--- config.mk ---
export PLATFORM = sky130hd
export DESIGN_NAME = debounce_multi
export DESIGN_NICKNAME = d
export VERILOG_FILES = /design/src/rtl/debounce_pkg.sv /design/src/rtl/debounce_channel.sv /design/src/rtl/debounce_multi.sv
export SDC_FILE = /design/constraint.sdc
export NUM_CORES = 1
export LEC_CHECK = 0
export ABC_CLOCK_PERIOD_IN_PS = 2300
export CAP_MARGIN = 20
export CELL_PAD_IN_SITES_DETAIL_PLACEMENT = 1
export CELL_PAD_IN_SITES_GLOBAL_PLACEMENT = 1
export CORE_MARGIN = 4
export CORE_UTILIZATION = 43
export CTS_CLUSTER_SIZE = 14
export DETAILED_ROUTE_END_ITERATION = 10
export GPL_TIMING_DRIVEN = 0
export HOLD_SLACK_MARGIN = 0.08
export PLACE_DENSITY_LB_ADDON = 0.1
export SLEW_MARGIN = 40
export SYNTH_ARGS = -nofsm -noshare
export SYNTH_HDL_FRONTEND = slang
export SYNTH_HIERARCHICAL = 1
export SYNTH_SLANG_ARGS = --single-unit
--- constraint.sdc ---
create_clock -name clk -period 2.3 [get_ports clk]
set_input_delay 0.23 -clock clk [delete_from_list [all_inputs] [get_ports clk]]
set_output_delay 0.23 -clock clk [all_outputs]
set_load 0.05 [all_outputs]
--- src/rtl/debounce_pkg.sv ---
// Shared defaults and parameter validation for the multi-channel debouncer.
// Latency: n/a (constants and an elaboration-time check only).
// Backpressure: n/a.
package debounce_pkg;

    localparam int DB_CNT_W       = 16;
    localparam int DB_CNT_MAX     = 65535;
    localparam int DB_THRESH      = 64000;
    localparam int DB_SYNC_STAGES = 2;

    // The assert threshold must sit above mid-scale so the deassert point
    // (CNT_MAX-THRESH) is strictly below it and a real hysteresis band exists.
    // The counter must also fit in CNT_W bits and the synchroniser needs two flops.
    function automatic bit db_params_ok(input int cnt_w, input int cnt_max,
                                        input int thresh, input int sync_stages);
        longint unsigned span;
        span = longint'(1) << cnt_w;
        db_params_ok = (cnt_w >= 1) && (cnt_w <= 31) && (cnt_max > 0) &&
                       (longint'(cnt_max) < longint'(span)) &&
                       (thresh > cnt_max / 2) && (thresh <= cnt_max) &&
                       (sync_stages >= 2);
    endfunction

endpackage

--- src/rtl/debounce_channel.sv ---
// One debounce lane: synchroniser, saturating hysteresis counter, level and edge flops.
// Latency: level/pulse appear SYNC_STAGES+THRESH enabled edges after the first high sample.
// Backpressure: none; sample_en_i only gates filter updates, the synchroniser always runs.
module debounce_channel
    import debounce_pkg::*;
#(
    parameter int CNT_W       = DB_CNT_W,
    parameter int CNT_MAX     = DB_CNT_MAX,
    parameter int THRESH      = DB_THRESH,
    parameter int SYNC_STAGES = DB_SYNC_STAGES
) (
    input  logic clk_i,
    input  logic rst_i,
    input  logic sample_en_i,
    input  logic data_i,
    output logic level_o,
    output logic rise_o,
    output logic fall_o
);

    localparam logic [CNT_W-1:0] CNT_TOP  = CNT_W'(CNT_MAX);
    localparam logic [CNT_W-1:0] CNT_HI   = CNT_W'(THRESH);
    localparam logic [CNT_W-1:0] CNT_LO   = CNT_W'(CNT_MAX - THRESH);
    localparam logic [CNT_W-1:0] CNT_ONE  = CNT_W'(1);
    localparam logic [CNT_W-1:0] CNT_ZERO = '0;

    logic [SYNC_STAGES-1:0] sync_q;
    logic                   sync_s;
    logic [CNT_W-1:0]       cnt_q, cnt_d;
    logic                   level_q, level_d;
    logic                   rise_q, rise_d;
    logic                   fall_q, fall_d;

    assign sync_s = sync_q[SYNC_STAGES-1];

    // Synchroniser shifts every clock so metastability settles regardless of sample_en_i.
    always_ff @(posedge clk_i or posedge rst_i) begin
        if (rst_i) begin
            sync_q <= '0;
        end else begin
            sync_q <= {sync_q[SYNC_STAGES-2:0], data_i};
        end
    end

    // Next counter/level/edge values; level is judged on the new count so it moves on the same edge.
    always_comb begin
        cnt_d = cnt_q;
        if (sample_en_i) begin
            if (sync_s && (cnt_q != CNT_TOP)) begin
                cnt_d = cnt_q + CNT_ONE;
            end else if (!sync_s && (cnt_q != CNT_ZERO)) begin
                cnt_d = cnt_q - CNT_ONE;
            end
        end

        level_d = level_q;
        if (cnt_d >= CNT_HI) begin
            level_d = 1'b1;
        end else if (cnt_d <= CNT_LO) begin
            level_d = 1'b0;
        end

        // With sample_en_i low cnt_d==cnt_q, so the level holds and both pulses stay low.
        rise_d = level_d & ~level_q;
        fall_d = ~level_d & level_q;
    end

    // Filter state and registered outputs; reset yields no pulse because all flops clear together.
    always_ff @(posedge clk_i or posedge rst_i) begin
        if (rst_i) begin
            cnt_q   <= '0;
            level_q <= 1'b0;
            rise_q  <= 1'b0;
            fall_q  <= 1'b0;
        end else begin
            cnt_q   <= cnt_d;
            level_q <= level_d;
            rise_q  <= rise_d;
            fall_q  <= fall_d;
        end
    end

    assign level_o = level_q;
    assign rise_o  = rise_q;
    assign fall_o  = fall_q;

endmodule

--- src/rtl/debounce_multi.sv ---
// CHANNELS independent debounce lanes sharing one sample strobe, plus an any-edge summary.
// Latency: SYNC_STAGES+THRESH enabled edges from first high sample to level_out/rise_out.
// Backpressure: none; inputs are free-running pins, outputs are registered strobes.
module debounce_multi
    import debounce_pkg::*;
#(
    parameter int CHANNELS    = 4,
    parameter int CNT_W       = DB_CNT_W,
    parameter int CNT_MAX     = DB_CNT_MAX,
    parameter int THRESH      = DB_THRESH,
    parameter int SYNC_STAGES = DB_SYNC_STAGES
) (
    input  logic                clk,
    input  logic                rst,
    input  logic                sample_en,
    input  logic [CHANNELS-1:0] data_in,
    output logic [CHANNELS-1:0] level_out,
    output logic [CHANNELS-1:0] rise_out,
    output logic [CHANNELS-1:0] fall_out,
    output logic                any_edge
);

    // Refuse to build with an empty or inverted hysteresis band.
    if (CHANNELS < 1 || !db_params_ok(CNT_W, CNT_MAX, THRESH, SYNC_STAGES)) begin : g_bad_params
        $error("debounce_multi: invalid CHANNELS/CNT_W/CNT_MAX/THRESH/SYNC_STAGES");
    end

    for (genvar i = 0; i < CHANNELS; i++) begin : g_ch
        debounce_channel #(
            .CNT_W       (CNT_W),
            .CNT_MAX     (CNT_MAX),
            .THRESH      (THRESH),
            .SYNC_STAGES (SYNC_STAGES)
        ) u_ch (
            .clk_i       (clk),
            .rst_i       (rst),
            .sample_en_i (sample_en),
            .data_i      (data_in[i]),
            .level_o     (level_out[i]),
            .rise_o      (rise_out[i]),
            .fall_o      (fall_out[i])
        );
    end

    // Summary strobe built only from registered pulses, so it cannot glitch from data_in.
    assign any_edge = (|rise_out) | (|fall_out);

endmodule

[Yosys cells after proc, flatten, opt, wreduce, memory -nomap -nowiden]
Cells that the tools add are included.
W data, S select, Z words.
Storage, ports and cells
  logic and storage cells: 95
  bits of input ports: 7
  output and inout bits: 13
  flip-flop bits (word level): 84
Operators by class
  bitwise gates (word level): 17
  equality and inequality tests: 4
  add/sub/neg operators: 8
  reductions and logical operators: 18
  multiplexer cells: 20
  magnitude comparators: 8
Operators with widths (count)
  $mux W16: 12
  $add A16 B1 Y16 const B: 4
  $ge A16 B16 Y1 const B: 4
  $le A16 B11 Y1 const B: 4
  $ne A16 B16 Y1 const B: 4
  $reduce_bool A16 Y1: 4
  $sub A16 B1 Y16 const B: 4
  $and A1 B1 Y1: 8
  $logic_and A1 B1 Y1: 8
  $mux W1: 8
  $not A1 Y1: 8
  $reduce_or A4 Y1: 2
  $logic_not A1 Y1: 4
  $or A1 B1 Y1: 1

[Logic depth before layout (Yosys ltp)]
  depth after elaboration: 10
  mapped depth: 10
  mapped depth without buffers: 9

[By module]
Netlist, hierarchy kept.
By module, submodules not included
  debounce_channel at g_ch[0].u_ch ...: area each 1437.6 µm², sequential area each 525.5 µm², cells each 163, instances 3
  debounce_channel at g_ch[1].u_ch: area each 1501.4 µm², sequential area each 525.5 µm², cells each 177, instances 1
  debounce_multi: area each 16.3 µm², sequential area each 0.0 µm², cells each 3, instances 1

[Least setup slack after synthesis]
OpenSTA, ideal clock, no wires.
  kind: register to register
  start point: reg g_ch[0].u_ch.cnt_q[0]
  end point: reg g_ch[0].u_ch.level_q
  arrival time: 2427 ps
  path slack: -253 ps
  setup time: 126 ps
  clock period less this slack: 2553 ps
  buffers on the path: 0
  cell stages (with the launch flop): 9
  data required time: 2174 ps
  cells stage by stage: dfrtp_1 -> ha_1 -> and4_1 -> nand3_2 -> o21a_1 -> o221a_1 -> xor2_1 -> or4_1 -> o32a_1
Between the ends
  word-level cells in the longest chain between the ends: 8
  elaborated cells on any way between the ends: 13
  those cells by class: 2 x add/sub; 2 x order compare; 1 x eq/ne; 5 x mux; 3 x reduce/logical
RTL lines
  from (decl): line debounce_channel.sv:29  | logic [CNT_W-1:0] cnt_q, cnt_d;
  from (signal assigned): line debounce_channel.sv:76  | cnt_q <= cnt_d;
  parallel branches: the longest is 3 deep, another holds $sub A16 B1 Y16
  $mux W16 (*): line debounce_channel.sv:49  | if (sync_s && (cnt_q != CNT_TOP)) begin
  $mux W16 (*): line debounce_channel.sv:48  | if (sample_en_i) begin
  via g_ch[0].u_ch.cnt_d[12]: line debounce_channel.sv:29
  $le A16 B11 Y1: line debounce_channel.sv:59  | end else if (cnt_d <= CNT_LO) begin
  $mux W1: line debounce_channel.sv:59
  $mux W1 (*): line debounce_channel.sv:57  | if (cnt_d >= CNT_HI) begin
  via g_ch[0].u_ch.level_d: line debounce_channel.sv:30  | logic level_q, level_d;
  to (signal assigned): line debounce_channel.sv:77  | level_q <= level_d;
  to (decl): line debounce_channel.sv:30
Mark *: on every way through the listed nets, which the timed path passes.

[Final worst setup path]
  start point: reg g_ch[2].u_ch.cnt_q[5]
  end point: reg g_ch[2].u_ch.level_q
Between the ends
  word-level cells in the longest chain between the ends: 8
  elaborated cells on any way between the ends: 13
  those cells by class: 2 x add/sub; 2 x order compare; 1 x eq/ne; 5 x mux; 3 x reduce/logical
RTL lines (line)
  from (decl): debounce_channel.sv:29
  from (signal assigned): debounce_channel.sv:76
  parallel branches: the longest is 3 deep, another holds $sub A16 B1 Y16
  $mux W16 (*): debounce_channel.sv:49
  $mux W16 (*): debounce_channel.sv:48
  via g_ch[2].u_ch.cnt_d[13]: debounce_channel.sv:29
  $le A16 B11 Y1: debounce_channel.sv:59
  $mux W1: debounce_channel.sv:59
  $mux W1 (*): debounce_channel.sv:57
  via g_ch[2].u_ch.level_d: debounce_channel.sv:30
  to (signal assigned): debounce_channel.sv:77
  to (decl): debounce_channel.sv:30
Marked as above.

==> metrics.txt <==
post-route ant nets 0; required time worst endpoint 2.52 ns; Fin. Hold Viols 0; Clk Latency, worst-skew pair about 0.35 ns; largest family of logic cells by synthesized area simple AND/OR/NAND/NOR gates; layout cells sized above 1 32.9%; Total Power around 9 mW; Starting Density roughly 44%; final worst path period need 2.66 ns; synth warn 6; # nets final slightly below 800; Ports 20; Synth Register Bits 84; Detailed Routing Iterations Pass 1 5; complex-gate fraction of the synthesized area around 15%; asr flop ratio synth 100%; H-tree depth 3; mux contribution to synthesized area 0%; DR vias/cell 6.33; Syn Area/Cell around 8.7 um^2; CP endpoint kind flop; ys flop type dfrtp_1; Post-Syn Nets a little under 700; met3 Resource Use GR 2.66%; Leak Pwr around 3 nW; GRT overflow 0; vias in the first global route roughly 6000; core area 13200 um^2; Root Buffer clkbuf_16; Antenna diodes 0; Longest Clk Path Bufs 2; Layout area overhead 32.6%; post-place setup slack -1.38 ns; Slew @ Worst Pin roughly 0.57 ns; simple-gate share of the synthesized area roughly 33%; critical path class flop to flop; Syn Inst Count about 670; RSZ-0062 raised after global routing true; Rel. slew slack roughly 61%; Core Rows 42; Setup Skew between 0.009 and 0.01 ns; drc violations 0; grt met1 use 33.2%; Cell Pwr Density ~1100 nW/um^2; routability cong. just under 0.9; critical path arrival approximately 2.9 ns; DP HPWL around 12 mm; maxcap violations 0; Reg clk slew, reported paths 0.06 ns; final slew viol count 0; Worst Hold Depth 1; utilization after layout between 50 and 60%; Die Area between 15000 and 20000 um^2; overall routed net length about 20 mm; maximum VDD drop ~490 uV; die span in x between 100 and 150 um; failing checks setup timing; first-pass GRT wire length between 30 and 40 mm; met2 Resource Use GR around 41%; via count around 6000; Num CTS Buffers 9; drt wl/cell between 20 and 25 um; Cells after DPL between 800 and 900; post-synth cell types 68; post-synthesis adder-cell area fraction 1.72%; Fmax achieved 376 MHz; final setup fails 12; Die Y ~120 um; sequential area share after synthesis between 30% and 40%; TritonCTS clock tree done; largest net degree at the start of global routing 22; post-route insts no fill 943; crit start category flop; worst setup margin -0.358 ns; # clock sinks 84; R2R depth 8; gr usage total between 20% and 30%; sum of negative setup slack -2.86 ns; period utilization 116%; number of synthesized flops with an enable pin 0; grt peak-use layer met2; drt initial violations approximately 480; Post-Synth XOR/XNOR Area 7.36%; initial antenna violation count 0; worst min path class primary input to flop; area of the mapped netlist between 5000 and 6000 um^2; crit path max fanout 5; outcome finished, violations left; # port buffers 19
[synthesized netlist by cell type, types with 4 or more instances]
master	n	share of area, %
o32ai_1	4	0.60
o21a_1	11	1.4
nand3_1	36	3.1
dfrtp_1	84	36
clkbuf_1	8	0.52
nand4_1	31	3.3
and3_1	10	1.1
nor4b_1	4	0.60
or4_1	17	2.2
and2_1	6	0.64
nor2_1	38	2.4
nor2b_1	7	0.75
xnor2_1	18	2.7
inv_1	31	2.0
a21oi_1	24	2.1
buf_2	5	0.43
and4_1	5	0.75
xor2_1	31	4.7
or2_2	5	0.54
nand2_1	63	4.1
a32oi_1	8	1.2
o221a_1	4	0.77
or3_1	4	0.43
nor4_1	25	2.7
nor4_2	6	1.3
and3b_1	4	0.60
ha_1	8	1.7
buf_6	7	1.4
o22ai_1	9	0.97
nand3b_1	4	0.52
buf_4	15	1.9
nand2b_1	4	0.43
a22oi_1	4	0.52
nor3_1	35	3.0
o21ai_0	27	2.3
[power breakdown]
part | internal (mW) | switching [mW] | leakage (nW)
clock | 0.981 | 0.628 | 0.153
combinational | 2.03 | 2.56 | 1.89
sequential | 1.96 | 0.623 | 1.04
[metal layers]
metal	share of wire (%)	vias up
met5	0	-
met4	2.5	0
met3	4.5	45
met2	50	195
met1	43	3032
li1	-	2694
[final timing paths]
path,start,to,slack [ns]
min in group asynchronous,rst,g_ch[2].u_ch/cnt_q[6]$_DFF_PP0_,0.39
max in group asynchronous,rst,g_ch[3].u_ch/cnt_q[12]$_DFF_PP0_,1.54
max,g_ch[2].u_ch/cnt_q[5]$_DFF_PP0_,g_ch[2].u_ch/level_o$_DFF_PP0_,-0.36
max reg2reg,g_ch[2].u_ch/cnt_q[5]$_DFF_PP0_,g_ch[2].u_ch/level_o$_DFF_PP0_,-0.36
min reg2reg,g_ch[1].u_ch/sync_q[0]$_DFF_PP0_,g_ch[1].u_ch/sync_q[1]$_DFF_PP0_,0.35
min,data_in[2],g_ch[2].u_ch/sync_q[0]$_DFF_PP0_,0.32
[registers in the layout (all words and copies together) (netlist names)]
register	flops
g_ch.u_ch/sync_q	8
g_ch.u_ch/cnt_q	64
g_ch.u_ch/fall_o	4
g_ch.u_ch/rise_o	4
g_ch.u_ch/level_o	4
[cell families after synthesis]
family | count (synthesis)
buffers and inverters | 69
XOR/XNOR | 49
adder cells (fa/ha/maj) | 8
AND/OR/NAND/NOR | 334
flip-flops | 84
AO/OA/AOI/OAI | 125
[per-stage QoR]
step	hold WS, ns	instance area [um^2]
final	0.315	7730
after global routing	0.309	7730
after CTS	0.314	7330
after detailed placement	0.336	6320
after global placement	0.332	6320
after floorplan	0.207	5910
[cells in the final DEF (no fill, tap or decap), drive strengths merged, types with 4 or more instances in the layout]
| master | instances |
|---|---|
| nor3b | 4 |
| a32oi | 8 |
| a21oi | 25 |
| xnor2 | 18 |
| nor4 | 31 |
| or3 | 5 |
| o22ai | 9 |
| o221a | 4 |
| buf | 93 |
| and3 | 12 |
| nor2b | 7 |
| xor2 | 31 |
| nand4 | 32 |
| a22oi | 4 |
| nor4b | 4 |
| nor2 | 38 |
| o32ai | 4 |
| ha | 8 |
| o21a | 11 |
| and4 | 8 |
| or4 | 19 |
| and2 | 6 |
| inv | 31 |
| nand2b | 4 |
| nand3 | 39 |
| nand3b | 4 |
| nor3 | 36 |
| and3b | 4 |
| o21ai | 28 |
| nand2 | 63 |
| clkdlybuf4s50 | 17 |
| or2 | 5 |
| dfrtp | 84 |
| clkbuf | 21 |
[final cells by class]
cell class / count / area (um^2)
flip-flops and latches: 84 / 2130
inverters: 31 / 119
fillers: 1516 / 5510
clock buffers: 12 / 246
multi-input cells: 516 / 3960
repair buffers: 87 / 713
plain buffers: 33 / 270
clock inverters: 4 / 72.6
well taps: 176 / 220
[critical path: stages, from the launching register on]
cell     delay, ns
dfrtp_2       0.37
buf_4         0.15
nand4_1       0.19
buf_4         0.22
nor4_1        0.45
a32oi_2       0.12
xnor2_1       0.18
or4_4         0.57
o32a_1        0.30
[repair_timing]
action / 4_1_cts / 5_1_grt
endpoints found under the setup margin: 55 / 41
hold buffers: 0 / 0
pin swaps: 34 / 33
buffers inserted: 49 / 21
gates resized for setup: 74 / 76
gates cloned: 0 / 0
Power figures use the tool's default switching activity.
